## src/rtl/mips_pkg.sv

```systemverilog
// Shared MIPS definitions: opcode/funct constants, ALU codes (also used by the ALU), control states.
// No logic; constants and types only.
package mips_pkg;

  localparam logic [5:0] OP_RTYPE = 6'b000000;
  localparam logic [5:0] OP_LW    = 6'b100011;
  localparam logic [5:0] OP_SW    = 6'b101011;
  localparam logic [5:0] OP_ADDI  = 6'b001000;
  localparam logic [5:0] OP_ORI   = 6'b001101;
  localparam logic [5:0] OP_LUI   = 6'b001111;
  localparam logic [5:0] OP_BEQ   = 6'b000100;
  localparam logic [5:0] OP_J     = 6'b000010;

  localparam logic [5:0] FN_ADD = 6'b100000;
  localparam logic [5:0] FN_SUB = 6'b100010;
  localparam logic [5:0] FN_AND = 6'b100100;
  localparam logic [5:0] FN_OR  = 6'b100101;
  localparam logic [5:0] FN_XOR = 6'b100110;
  localparam logic [5:0] FN_SLT = 6'b101010;

  localparam logic [2:0] ALU_AND = 3'b000;
  localparam logic [2:0] ALU_OR  = 3'b001;
  localparam logic [2:0] ALU_ADD = 3'b010;
  localparam logic [2:0] ALU_SUB = 3'b110;
  localparam logic [2:0] ALU_XOR = 3'b011;
  localparam logic [2:0] ALU_LUI = 3'b101;
  localparam logic [2:0] ALU_SLT = 3'b111;

  typedef enum logic [3:0] {
    S_FETCH  = 4'd0,
    S_DECODE = 4'd1,
    S_MEMADR = 4'd2,
    S_MEMRD  = 4'd3,
    S_MEMWB  = 4'd4,
    S_MEMWR  = 4'd5,
    S_REX    = 4'd6,
    S_IEX    = 4'd7,
    S_ALUWB  = 4'd8,
    S_BEQ    = 4'd9,
    S_JUMP   = 4'd10
  } state_t;

  typedef enum logic [2:0] {
    C_MEM, C_RTYPE, C_ITYPE, C_BEQ, C_JUMP, C_ILL
  } iclass_t;

endpackage

```

## src/rtl/mc_ctrl_dec.sv

```systemverilog
// Instruction decoder: opcode/funct -> class, ALU code, legal and zero-extend flags.
// Purely combinational, no handshake.
module mc_ctrl_dec
  import mips_pkg::*;
(
  input  logic [5:0] opcode,
  input  logic [5:0] funct,
  output iclass_t    iclass,
  output logic [2:0] alu_code,
  output logic       legal,
  output logic       ext_zero
);

  always_comb begin
    iclass   = C_ILL;
    alu_code = ALU_ADD;
    ext_zero = 1'b0;
    case (opcode)
      OP_LW, OP_SW: iclass = C_MEM;
      OP_RTYPE: begin
        iclass = C_RTYPE;
        case (funct)
          FN_ADD:  alu_code = ALU_ADD;
          FN_SUB:  alu_code = ALU_SUB;
          FN_AND:  alu_code = ALU_AND;
          FN_OR:   alu_code = ALU_OR;
          FN_XOR:  alu_code = ALU_XOR;
          FN_SLT:  alu_code = ALU_SLT;
          default: iclass   = C_ILL;
        endcase
      end
      OP_ADDI: iclass = C_ITYPE;
      OP_ORI: begin
        iclass   = C_ITYPE;
        alu_code = ALU_OR;
        ext_zero = 1'b1;
      end
      OP_LUI: begin
        iclass   = C_ITYPE;
        alu_code = ALU_LUI;
        ext_zero = 1'b1;
      end
      OP_BEQ: begin
        iclass   = C_BEQ;
        alu_code = ALU_SUB;
      end
      OP_J:    iclass = C_JUMP;
      default: iclass = C_ILL;
    endcase
  end

  assign legal = (iclass != C_ILL);

endmodule

```

## src/rtl/mc_ctrl.sv

```systemverilog
// Multi-cycle MIPS control FSM: fetch/decode/execute/mem/writeback enables, overflow guard, retire count.
// 2..5 cycles per instruction; FETCH and MEMRD/MEMWR stall until mem_ready.
module mc_ctrl
  import mips_pkg::*;
#(
  parameter int CNT_W = 32
) (
  input  logic             clk,
  input  logic             rst,
  input  logic [5:0]       opcode,
  input  logic [5:0]       funct,
  input  logic             zero,
  input  logic             overflow,
  input  logic             mem_ready,
  output logic             mem_req,
  output logic             mem_we,
  output logic             iord,
  output logic             ir_we,
  output logic             pc_we,
  output logic [1:0]       pc_src,
  output logic             alu_src_a,
  output logic [1:0]       alu_src_b,
  output logic             ext_zero,
  output logic [2:0]       alu_ctrl,
  output logic             reg_we,
  output logic             reg_dst,
  output logic             mem_to_reg,
  output logic             ovf_exc,
  output logic             illegal,
  output logic [3:0]       state,
  output logic [CNT_W-1:0] retired
);

  state_t           state_q, state_d;
  logic             ovf_q;
  logic [CNT_W-1:0] cnt_q;
  logic             retire;

  iclass_t          iclass;
  logic [2:0]       dec_alu;
  logic             dec_legal;
  logic             dec_ext_zero;

  mc_ctrl_dec u_dec (
    .opcode   (opcode),
    .funct    (funct),
    .iclass   (iclass),
    .alu_code (dec_alu),
    .legal    (dec_legal),
    .ext_zero (dec_ext_zero)
  );

  always_ff @(posedge clk) begin
    if (rst) begin
      state_q <= S_FETCH;
      ovf_q   <= 1'b0;
      cnt_q   <= '0;
    end else begin
      state_q <= state_d;
      // Only add/sub can overflow; logical ops must not block the write.
      if (state_q == S_REX || state_q == S_IEX)
        ovf_q <= overflow && (alu_ctrl == ALU_ADD || alu_ctrl == ALU_SUB);
      if (retire)
        cnt_q <= cnt_q + CNT_W'(1);
    end
  end

  always_comb begin
    state_d    = state_q;
    retire     = 1'b0;
    mem_req    = 1'b0;
    mem_we     = 1'b0;
    iord       = 1'b0;
    ir_we      = 1'b0;
    pc_we      = 1'b0;
    pc_src     = 2'b00;
    alu_src_a  = 1'b0;
    alu_src_b  = 2'b00;
    ext_zero   = 1'b0;
    alu_ctrl   = ALU_AND;
    reg_we     = 1'b0;
    reg_dst    = 1'b0;
    mem_to_reg = 1'b0;
    ovf_exc    = 1'b0;
    illegal    = 1'b0;
    if (!rst) begin
      case (state_q)
        S_FETCH: begin
          mem_req   = 1'b1;
          alu_src_b = 2'b01;
          alu_ctrl  = ALU_ADD;
          ir_we     = mem_ready;
          pc_we     = mem_ready;
          if (mem_ready) state_d = S_DECODE;
        end
        S_DECODE: begin
          alu_src_b = 2'b11;
          alu_ctrl  = ALU_ADD;
          if (!dec_legal) begin
            illegal = 1'b1;
            retire  = 1'b1;
            state_d = S_FETCH;
          end else begin
            case (iclass)
              C_MEM:   state_d = S_MEMADR;
              C_RTYPE: state_d = S_REX;
              C_ITYPE: state_d = S_IEX;
              C_BEQ:   state_d = S_BEQ;
              C_JUMP:  state_d = S_JUMP;
              default: state_d = S_FETCH;
            endcase
          end
        end
        S_MEMADR: begin
          alu_src_a = 1'b1;
          alu_src_b = 2'b10;
          alu_ctrl  = ALU_ADD;
          state_d   = (opcode == OP_SW) ? S_MEMWR : S_MEMRD;
        end
        S_MEMRD: begin
          mem_req = 1'b1;
          iord    = 1'b1;
          if (mem_ready) state_d = S_MEMWB;
        end
        S_MEMWB: begin
          reg_we     = 1'b1;
          mem_to_reg = 1'b1;
          retire     = 1'b1;
          state_d    = S_FETCH;
        end
        S_MEMWR: begin
          mem_req = 1'b1;
          mem_we  = 1'b1;
          iord    = 1'b1;
          if (mem_ready) begin
            retire  = 1'b1;
            state_d = S_FETCH;
          end
        end
        S_REX: begin
          alu_src_a = 1'b1;
          alu_ctrl  = dec_alu;
          state_d   = S_ALUWB;
        end
        S_IEX: begin
          alu_src_a = 1'b1;
          alu_src_b = 2'b10;
          alu_ctrl  = dec_alu;
          ext_zero  = dec_ext_zero;
          state_d   = S_ALUWB;
        end
        S_ALUWB: begin
          reg_dst = (iclass == C_RTYPE);
          reg_we  = ~ovf_q;
          ovf_exc = ovf_q;
          retire  = 1'b1;
          state_d = S_FETCH;
        end
        S_BEQ: begin
          alu_src_a = 1'b1;
          alu_ctrl  = ALU_SUB;
          pc_src    = 2'b01;
          pc_we     = zero;
          retire    = 1'b1;
          state_d   = S_FETCH;
        end
        S_JUMP: begin
          pc_src  = 2'b10;
          pc_we   = 1'b1;
          retire  = 1'b1;
          state_d = S_FETCH;
        end
        default: state_d = S_FETCH;
      endcase
    end
  end

  assign state   = rst ? 4'd0 : state_q;
  assign retired = rst ? '0 : cnt_q;

endmodule
```

## config.mk

```make
export PLATFORM = sky130hd
export DESIGN_NAME = mc_ctrl
export DESIGN_NICKNAME = d
export VERILOG_FILES = /design/src/rtl/mips_pkg.sv /design/src/rtl/mc_ctrl_dec.sv /design/src/rtl/mc_ctrl.sv
export SDC_FILE = /design/constraint.sdc
export NUM_CORES = 1
export LEC_CHECK = 0
export CORE_ASPECT_RATIO = 0.8
export CORE_UTILIZATION = 26
export DETAILED_ROUTE_END_ITERATION = 12
export SLEW_MARGIN = 20
export SYNTH_ARGS = -nofsm -noshare
export SYNTH_HDL_FRONTEND = slang
export SYNTH_SLANG_ARGS = --single-unit
```

## constraint.sdc

```tcl
create_clock -name clk -period 6.7 [get_ports clk]
set_clock_uncertainty 0.05 [all_clocks]
set_input_delay 1.34 -clock clk [delete_from_list [all_inputs] [get_ports clk]]
set_output_delay 1.34 -clock clk [all_outputs]
set_load 0.05 [all_outputs]
```

# Yosys cells after proc, flatten, opt, wreduce, memory -nomap -nowiden
# Index checks and enable logic that the tools add are counted.
# classes
add_sub_neg	1
n_mul	0
n_div	0
magnitude_cmp	0
eq_ne	33
shifts	0
mux	48
bitwise_logic	1
n_reduce_logical	18
# op_table
operator	count
6-bit == test, second input constant	8
32-bit by 1-bit adder with 32-bit output, second input constant	1
32-bit 2-to-1 mux	1
3-bit case mux with 5 select lines	2
1-bit 2-to-1 mux	26
4-bit case mux with 6 select lines	1
4-bit 2-to-1 mux	5
4-bit case mux with 5 select lines	1
6-bit by 4-bit == test with 1-bit output, second input constant	3
4-bit by 3-bit == test with 1-bit output, second input constant	4
4-bit == test, second input constant	3
3-bit case mux with 4 select lines	1
2-bit OR reduction	5
3-bit by 2-bit == test with 1-bit output, second input constant	3
3-bit 2-to-1 mux	3
3-bit case mux with 3 select lines	1
3-bit OR reduction	3
4-bit by 2-bit == test with 1-bit output, second input constant	2
4-bit OR reduction	2
3-bit == test, second input constant	2
6-bit by 2-bit == test with 1-bit output, second input constant	1
6-bit by 3-bit == test with 1-bit output, second input constant	1
6-bit zero test	1
2-bit != test, second input constant	3
other kinds (15)	18
# word_totals
register_bits	37
latchBits	0
ramBits	0
mem_bits_ro	0
out_inout_bits	55
elab_cells	104
n_memories	0

# Logic depth before layout (Yosys ltp)
# Gate-level depths: netlist of run 1.
# depth
word_depth	8
ltp_mapped	11
ltp_nobuf	7

# Cells and area by module
# From an unflattened synthesis of run 1, not the netlist that was laid out.
# unflattened
hier_cells	355
area_unflattened_um2	2648.8
# modules_own_cells
mod	instances	cells_each	area_per_inst_um2	seq_area_each_um2
mc_ctrl	1	312	2391.0	740.7
mc_ctrl_dec	1	43	257.7	0.0

# Least setup slack after synthesis of run 1
# No wires, ideal clock.
# synth_path
path_kind	input-to-output
start	input port rst
end	output port reg_we
arrival_time_ns	4.115
t_required_ns	5.310
setup_slack_ns	1.195
stages	3
path_buffers	2
path_cell_list	clkbuf_1 clkbuf_1 a2111oi_0
# synth_between
elab_chain_cells	1
# synth_rtl
element	line	source
from (decl)	mc_ctrl.sv:9	input logic rst,
1-bit 2-to-1 mux	mc_ctrl.sv:86	if (!rst) begin
to (decl)	mc_ctrl.sv:25	output logic reg_we,
# No other way between the ends.

# Worst setup path after layout of run 1
# layout_path
start	input port opcode[2]
end	output port illegal
# layout_between
elab_chain_cells	7
# layout_rtl
element	line	source
from (decl)	mc_ctrl.sv:10	input logic [5:0] opcode,
6-bit by 4-bit == test with 1-bit output / 6-bit == test (equally long branches)	mc_ctrl_dec.sv:18	case (opcode)
3-bit OR reduction (no source line) / 2-bit OR reduction (equally long branches)	-	
3-bit case mux with 5 select lines (*)	mc_ctrl_dec.sv:18	
3-bit != test (*)	mc_ctrl_dec.sv:52	assign legal = (iclass != C_ILL);
1-bit 2-to-1 mux (*)	mc_ctrl.sv:99	if (!dec_legal) begin
1-bit 2-to-1 mux (*)	mc_ctrl.sv:87	case (state_q)
1-bit 2-to-1 mux (*)	mc_ctrl.sv:86	
to (decl)	mc_ctrl.sv:29	output logic illegal,
# Mark *: on every way between the ends. The rest lies on a longest branch, timed or not.

==> results of run 1 <==
## sequential cells by signal, summed over array words and instances, names as in the netlist
name	count
ovf_q	1
cnt_q	32
state_q	4
## metal layers
layer	track usage	part of all wire
met1	0.209	0.50
met2	0.226	0.43
met3	0.0337	0.047
met4	0.0470	0.017
met5	0	0
## cells by family (layout without fill, tap and decap cells)
family	count (synthesis)	count (layout)	share of synthesized area
flip-flops	37	37	0.274
adder cells (fa/ha/maj)	1	1	0.00462
multiplexers	8	8	0.0324
AO/OA/AOI/OAI	85	85	0.200
XOR/XNOR	4	4	0.0130
AND/OR/NAND/NOR	191	191	0.403
buffers and inverters	32	85	0.0726
## worst max-delay path: cells and delay by family
kind	cells	cell delay, ps
buffers and inverters	2	1560
and+or+nand+nor	2	440
AOI/OAI and AO/OA	3	620
## worst paths after layout
path	end	cells after the start	start	slack, ps
worst min register to register	ovf_q$_SDFFE_PP0N_	2	ovf_q$_SDFFE_PP0N_	410
worst min-delay path	ovf_q$_SDFFE_PP0N_	2	ovf_q$_SDFFE_PP0N_	410
worst max register to register	cnt_q[11]$_SDFFE_PP0P_	6	state_q[1]$_SDFFE_PP0P_	3850
worst max-delay path	illegal	7	opcode[2]	1350
## cells in the final DEF (no fill, tap or decap), types with 2 or more instances in the layout
| cell type | instances |
|---|---|
| buf_4 | 2 |
| nor3b_1 | 6 |
| a2111oi_0 | 2 |
| clkdlybuf4s50_1 | 70 |
| a21o_1 | 3 |
| nor4_1 | 5 |
| nand3_1 | 10 |
| a21oi_1 | 31 |
| mux2i_1 | 2 |
| nor4b_1 | 3 |
| and4_1 | 4 |
| or2b_2 | 2 |
| a211o_1 | 2 |
| mux2_2 | 6 |
| a31oi_1 | 4 |
| xnor2_1 | 3 |
| o31ai_1 | 9 |
| clkbuf_16 | 5 |
| nand2b_1 | 5 |
| dfxtp_1 | 37 |
| or4_1 | 11 |
| o21ai_0 | 21 |
| and2_1 | 4 |
| inv_1 | 4 |
| nor3_1 | 11 |
| and3_1 | 8 |
| nand4_1 | 9 |
| nand2_1 | 29 |
| nor2b_1 | 39 |
| nor2_1 | 25 |
| or3_1 | 13 |
## layout make-up
cell class	instances	share of cell area
Timing Repair Buffer	73	0.201
Clock buffer	7	0.0398
Sequential cell	37	0.206
Multi-Input combinational cell	289	0.493
Tap cell	136	0.0474
Inverter	4	0.00419
Clock inverter	1	0.00837
## power groups by stage
stage               combinational [mW]  sequential (mW)  clock (mW)
floorplan                       0.0766            0.229           0
global placement                0.0954            0.232           0
detailed placement              0.0971            0.232           0
CTS                             0.0975            0.227       0.281
global route                     0.107            0.228       0.292
finish                          0.0975            0.227       0.276
==> metrics, run 1 <==
maximum VDD drop 0.104 mV; Post-synth EDFFs 0; total power 600 uW; Initial DRC Count 203; Layout Utilization 0.363; DIE HEIGHT 93.2 um; sequential fraction of the synthesis area 0.274; Yosys cell types 58; CTS clk-pin slew, worst paths 50 ps; crit path DAT 3960 ps; CTS tree yes; Area Growth Syn to Fin 32.6%; number of antenna repair diodes 0; final hold vios 0; Final Non-Filler Cells 547; ys flop type dfxtp_1; Relative slew margins 0.489; top cell types by occurrence after synthesis 39 x nor2b_1, 37 x dfxtp_1, 31 x a21oi_1, 29 x nand2_1, 25 x nor2_1; Design Area, Final 3590 um2; vias in the first global route 2652; syn nets 376; post-synth top area share 0.274; antenna-violating nets left 0; period utilization 0.798; CTS max path bufs 2; Slew Viols, Final 0; via count 2788; filler instances 1049; ys async rst share 0; Worst setup SP type input pin; switching share of total power 0.263; P per Cell Area 167 nW/um2; crit-path most repeated cell clkdlybuf4s50_1; Int Power 442 uW; sequential cell area 741 um2; syn_area_per_cell 7.56 um2; gpl congestion 0.834; Sink Count 37; highest cell delay on the worst timing path 860 ps; Post-Place Cells 539; Synth area leader dfxtp_1; Yosys reg bits 37; Pleak 1.17 nW; Worst-Margin Slew 766 ps; Max Clk Rate 187 MHz; Post-CTS Resized 0; Num CTS Buffers 5; Multi-input gate area 1770 um2; Initial Util 0.274; post-CTS setup buffers 0; RSZ-0062 raised after global routing no; Root Driver clkbuf_16; largest net degree at the start of global routing 57; Sw Pwr 158 uW; CP max FO 12; Hold Crit Class flip-flop to flip-flop; H-tree levels 2; setup violators final 0; dominant cell by count in the synthesized netlist nor2b_1; Final Net Count 428; placed cell area 3410 um2; Port Buffers 71; hold slack final 415 ps; hold buffer count at CTS 0; Synth Cell Area 2710 um2; Place WS 1360 ps; critical-path cell list clkdlybuf4s50_1 > nand2_2 > a211o_1 > a31oi_4 > a31oi_2 > nor4_1 > clkdlybuf4s50_1; WL/cell 13.8 um; Clk Latency, worst-skew pair 280 ps; data required time of the critical path 5310 ps; layout cells sized above 1 0.0657; Final Critical Period 5350 ps; run status finished, final reports clean; Max Cap Violations 0; GR Overflow Total 0; row count 32; Reg power frac 0.378; setup TNS 0 ps; die area 10800 um2; cell count after synthesis 358; DP HPWL 5400 um; yosys warns 0; die span in x 116 um; IO Pins 72; Logic pwr share 0.162; nature of the critical path endpoint output pin; first-pass GRT wire length 12800 um; final wirelength 7530 um; Synth area leaders dfxtp_1 27%, nor2b_1 9.0%, a21oi_1 5.7%, nand2_1 4.0%, o21ai_0 3.9%; initial antenna violation count 0; Core Area 9890 um2; drt pass-1 iters 4; total global-route track usage 0.150; DRC Markers 0; Vias/cell 5.10; Slowest cell on crit path clkdlybuf4s50_1; final worst slack 1350 ps; Clock Power Share 0.459; crit path kind input pin to output pin
(Power assumes the default switching activity.)
==> run 2: changes to the inputs <==
Clock period 6.7 ns to 4.58 ns, I/O delays scaled along.
==> run 2 against run 1 <==
- cell count grew 1.5%
- power is 48% higher
- flip-flop and latch count is the same
- first-iteration DRC count is 30% lower
- critical path depth rose by 2
- via count grew 0.11%
- die area unchanged
- worst hold slack better by 2.9 ps
- wire length increased by 2.2%
- design area increased by 1.8%
- largest cell class unchanged
==> metrics, run 2 (synthesis results as in run 1) <==
run status finished, final reports clean; total global-route track usage 0.148 (-0.00166); highest cell delay on the worst timing path 710 ps (-150 ps); final hold vios 0 (unchanged); Port Buffers 71 (unchanged); Max Clk Rate 235 MHz; Top reg by flops cnt_q; data required time of the critical path 3610 ps (-1700 ps); nature of the critical path endpoint output pin; total power 888 uW (+48%); crit path kind input pin to output pin; first-pass GRT wire length 12600 um (-1.7%); largest net degree at the start of global routing 31 (-46%); Area Growth Syn to Fin 35.1%; IO Pins 72 (unchanged); gpl congestion 0.876 (+5.1%); top flop regs cnt_q x32, state_q x4, ovf_q x1; period utilization 0.930; drt pass-1 iters 4 (unchanged); Root Driver clkbuf_16; Hold Crit Depth 2 (unchanged); DP HPWL 5760 um (+6.7%); setup TNS 0 ps (unchanged); Relative slew margins 0.499 (+0.00993); hold buffer count at CTS 0 (unchanged); Slew Viols, Final 0 (unchanged); CTS max path bufs 2 (unchanged); Clk Latency, worst-skew pair 280 ps (about the same); DRC Markers 0 (unchanged); number of antenna repair diodes 0 (unchanged); Worst setup SP type input pin; Final Non-Filler Cells 555 (+1.5%); Core Area 9890 um2 (unchanged); H-tree levels 2 (unchanged); Post-CTS Resized 0 (unchanged); Num CTS Buffers 5 (unchanged); crit path DAT 3290 ps (-670 ps); max FFs per register 32 (unchanged); via count 2791 (+0.11%); Initial Util 0.274 (unchanged); die span in x 116 um (unchanged); Max Cap Violations 0 (unchanged); Hold Crit Class flip-flop to flip-flop; row count 32 (unchanged); CTS tree yes; CTS clk-pin slew, worst paths 60 ps (about the same); CP max FO 7 (-5); post-CTS setup buffers 0 (unchanged); DIE HEIGHT 93.2 um (unchanged); Initial DRC Count 142 (-30%); setup violators final 0 (unchanged); Vias/cell 5.03 (-1.3%); Final Critical Period 4260 ps; P per Cell Area 243 nW/um2 (+45%); Worst Reg-to-Reg Cells 6 (unchanged); maximum VDD drop 0.154 mV (+49%); Sink Count 37 (unchanged); Final Net Count 436 (+1.9%); Worst-Margin Slew 751 ps (-14.9 ps); final wirelength 7700 um (+2.2%); vias in the first global route 2573 (-3.0%); die area 10800 um2 (unchanged); antenna-violating nets left 0 (unchanged); RSZ-0062 raised after global routing no; Pleak 1.21 nW (+3.7%); Slowest cell on crit path clkdlybuf4s50_1; GR Overflow Total 0 (unchanged); filler instances 1054 (+0.48%); most common cell after layout, fill and taps aside clkdlybuf4s50_1; critical-path cell list clkdlybuf4s50_1 > nor4_1 > nand3_1 > nand2_1 > nand2_1 > a31oi_1 > o22a_1 > nor2_1 > clkdlybuf4s50_1; commonest cells after routing, fill and taps aside 68 x clkdlybuf4s50_1, 39 x nor2b_1, 37 x dfxtp_1, 31 x a21oi_1, 29 x nand2_1; initial antenna violation count 0 (unchanged); layout cells sized above 1 0.0931 (+0.0274); WL/cell 13.9 um (+0.73%); Post-Place Cells 547 (+1.5%)
==> run 2: cell types whose count changed in the layout (fill, tap and decap cells not counted), sizes merged <==
cell / delta
clkbuf: -1
buf: +10
clkinvlp: +1
clkdlybuf4s50: -2
==> run 2: area by class of cell <==
class | instances | area [um2] | share of cell area
multi-input combinational | 289 | 1780 | 0.486
timing repair buffer | 81 | 776 | 0.212
sequential | 37 | 741 | 0.203
tap | 136 | 170 | 0.0466
clock buffer | 6 | 139 | 0.0380
clock inverter | 2 | 37.5 | 0.0103
inverter | 4 | 15.0 | 0.00411
==> run 2: routing by layer <==
metal | routed length [um] | global-route usage | up-vias
li1 | - | - | 1427
met3 | 282 | 0.0311 | 2
met5 | 0 | 0 | -
met1 | 3840 | 0.204 | 1318
met2 | 3550 | 0.234 | 44
met4 | 22 | 0.0331 | 0
==> run 2: final timing paths <==
| kind | start | to | slack (ps) |
|---|---|---|---|
| min reg2reg | ovf_q$_SDFFE_PP0N_ | ovf_q$_SDFFE_PP0N_ | 420 |
| min | ovf_q$_SDFFE_PP0N_ | ovf_q$_SDFFE_PP0N_ | 420 |
| max | opcode[0] | alu_ctrl[1] | 320 |
| max reg2reg | state_q[1]$_SDFFE_PP0P_ | cnt_q[30]$_SDFFE_PP0P_ | 1660 |
==> run 2: where the power goes <==
part	switching (mW)	internal, mW
registers	0.00714	0.325
clock network	0.135	0.272
logic	0.0946	0.0543
==> run 2: worst max-delay path: cells and delay by family <==
kind | cells | cell delay [ps]
AOI/OAI and AO/OA | 2 | 340
buffers and inverters | 2 | 1220
and+or+nand+nor | 5 | 800
==> run 2: per-stage QoR <==
| stage | instance area, um2 | util | setup WS, ps | hold slack (ps) |
|---|---|---|---|---|
| 6_report | 3650 | 0.369 | 322 | 417 |
| 4_1_cts | 3650 | 0.369 | 350 | 421 |
| 3_5_place_dp | 3480 | 0.352 | 357 | 411 |
| 5_1_grt | 3650 | 0.369 | 153 | 442 |
| 3_3_place_gp | 3480 | 0.352 | 394 | 400 |
| 2_1_floorplan | 2710 | - | 361 | 385 |
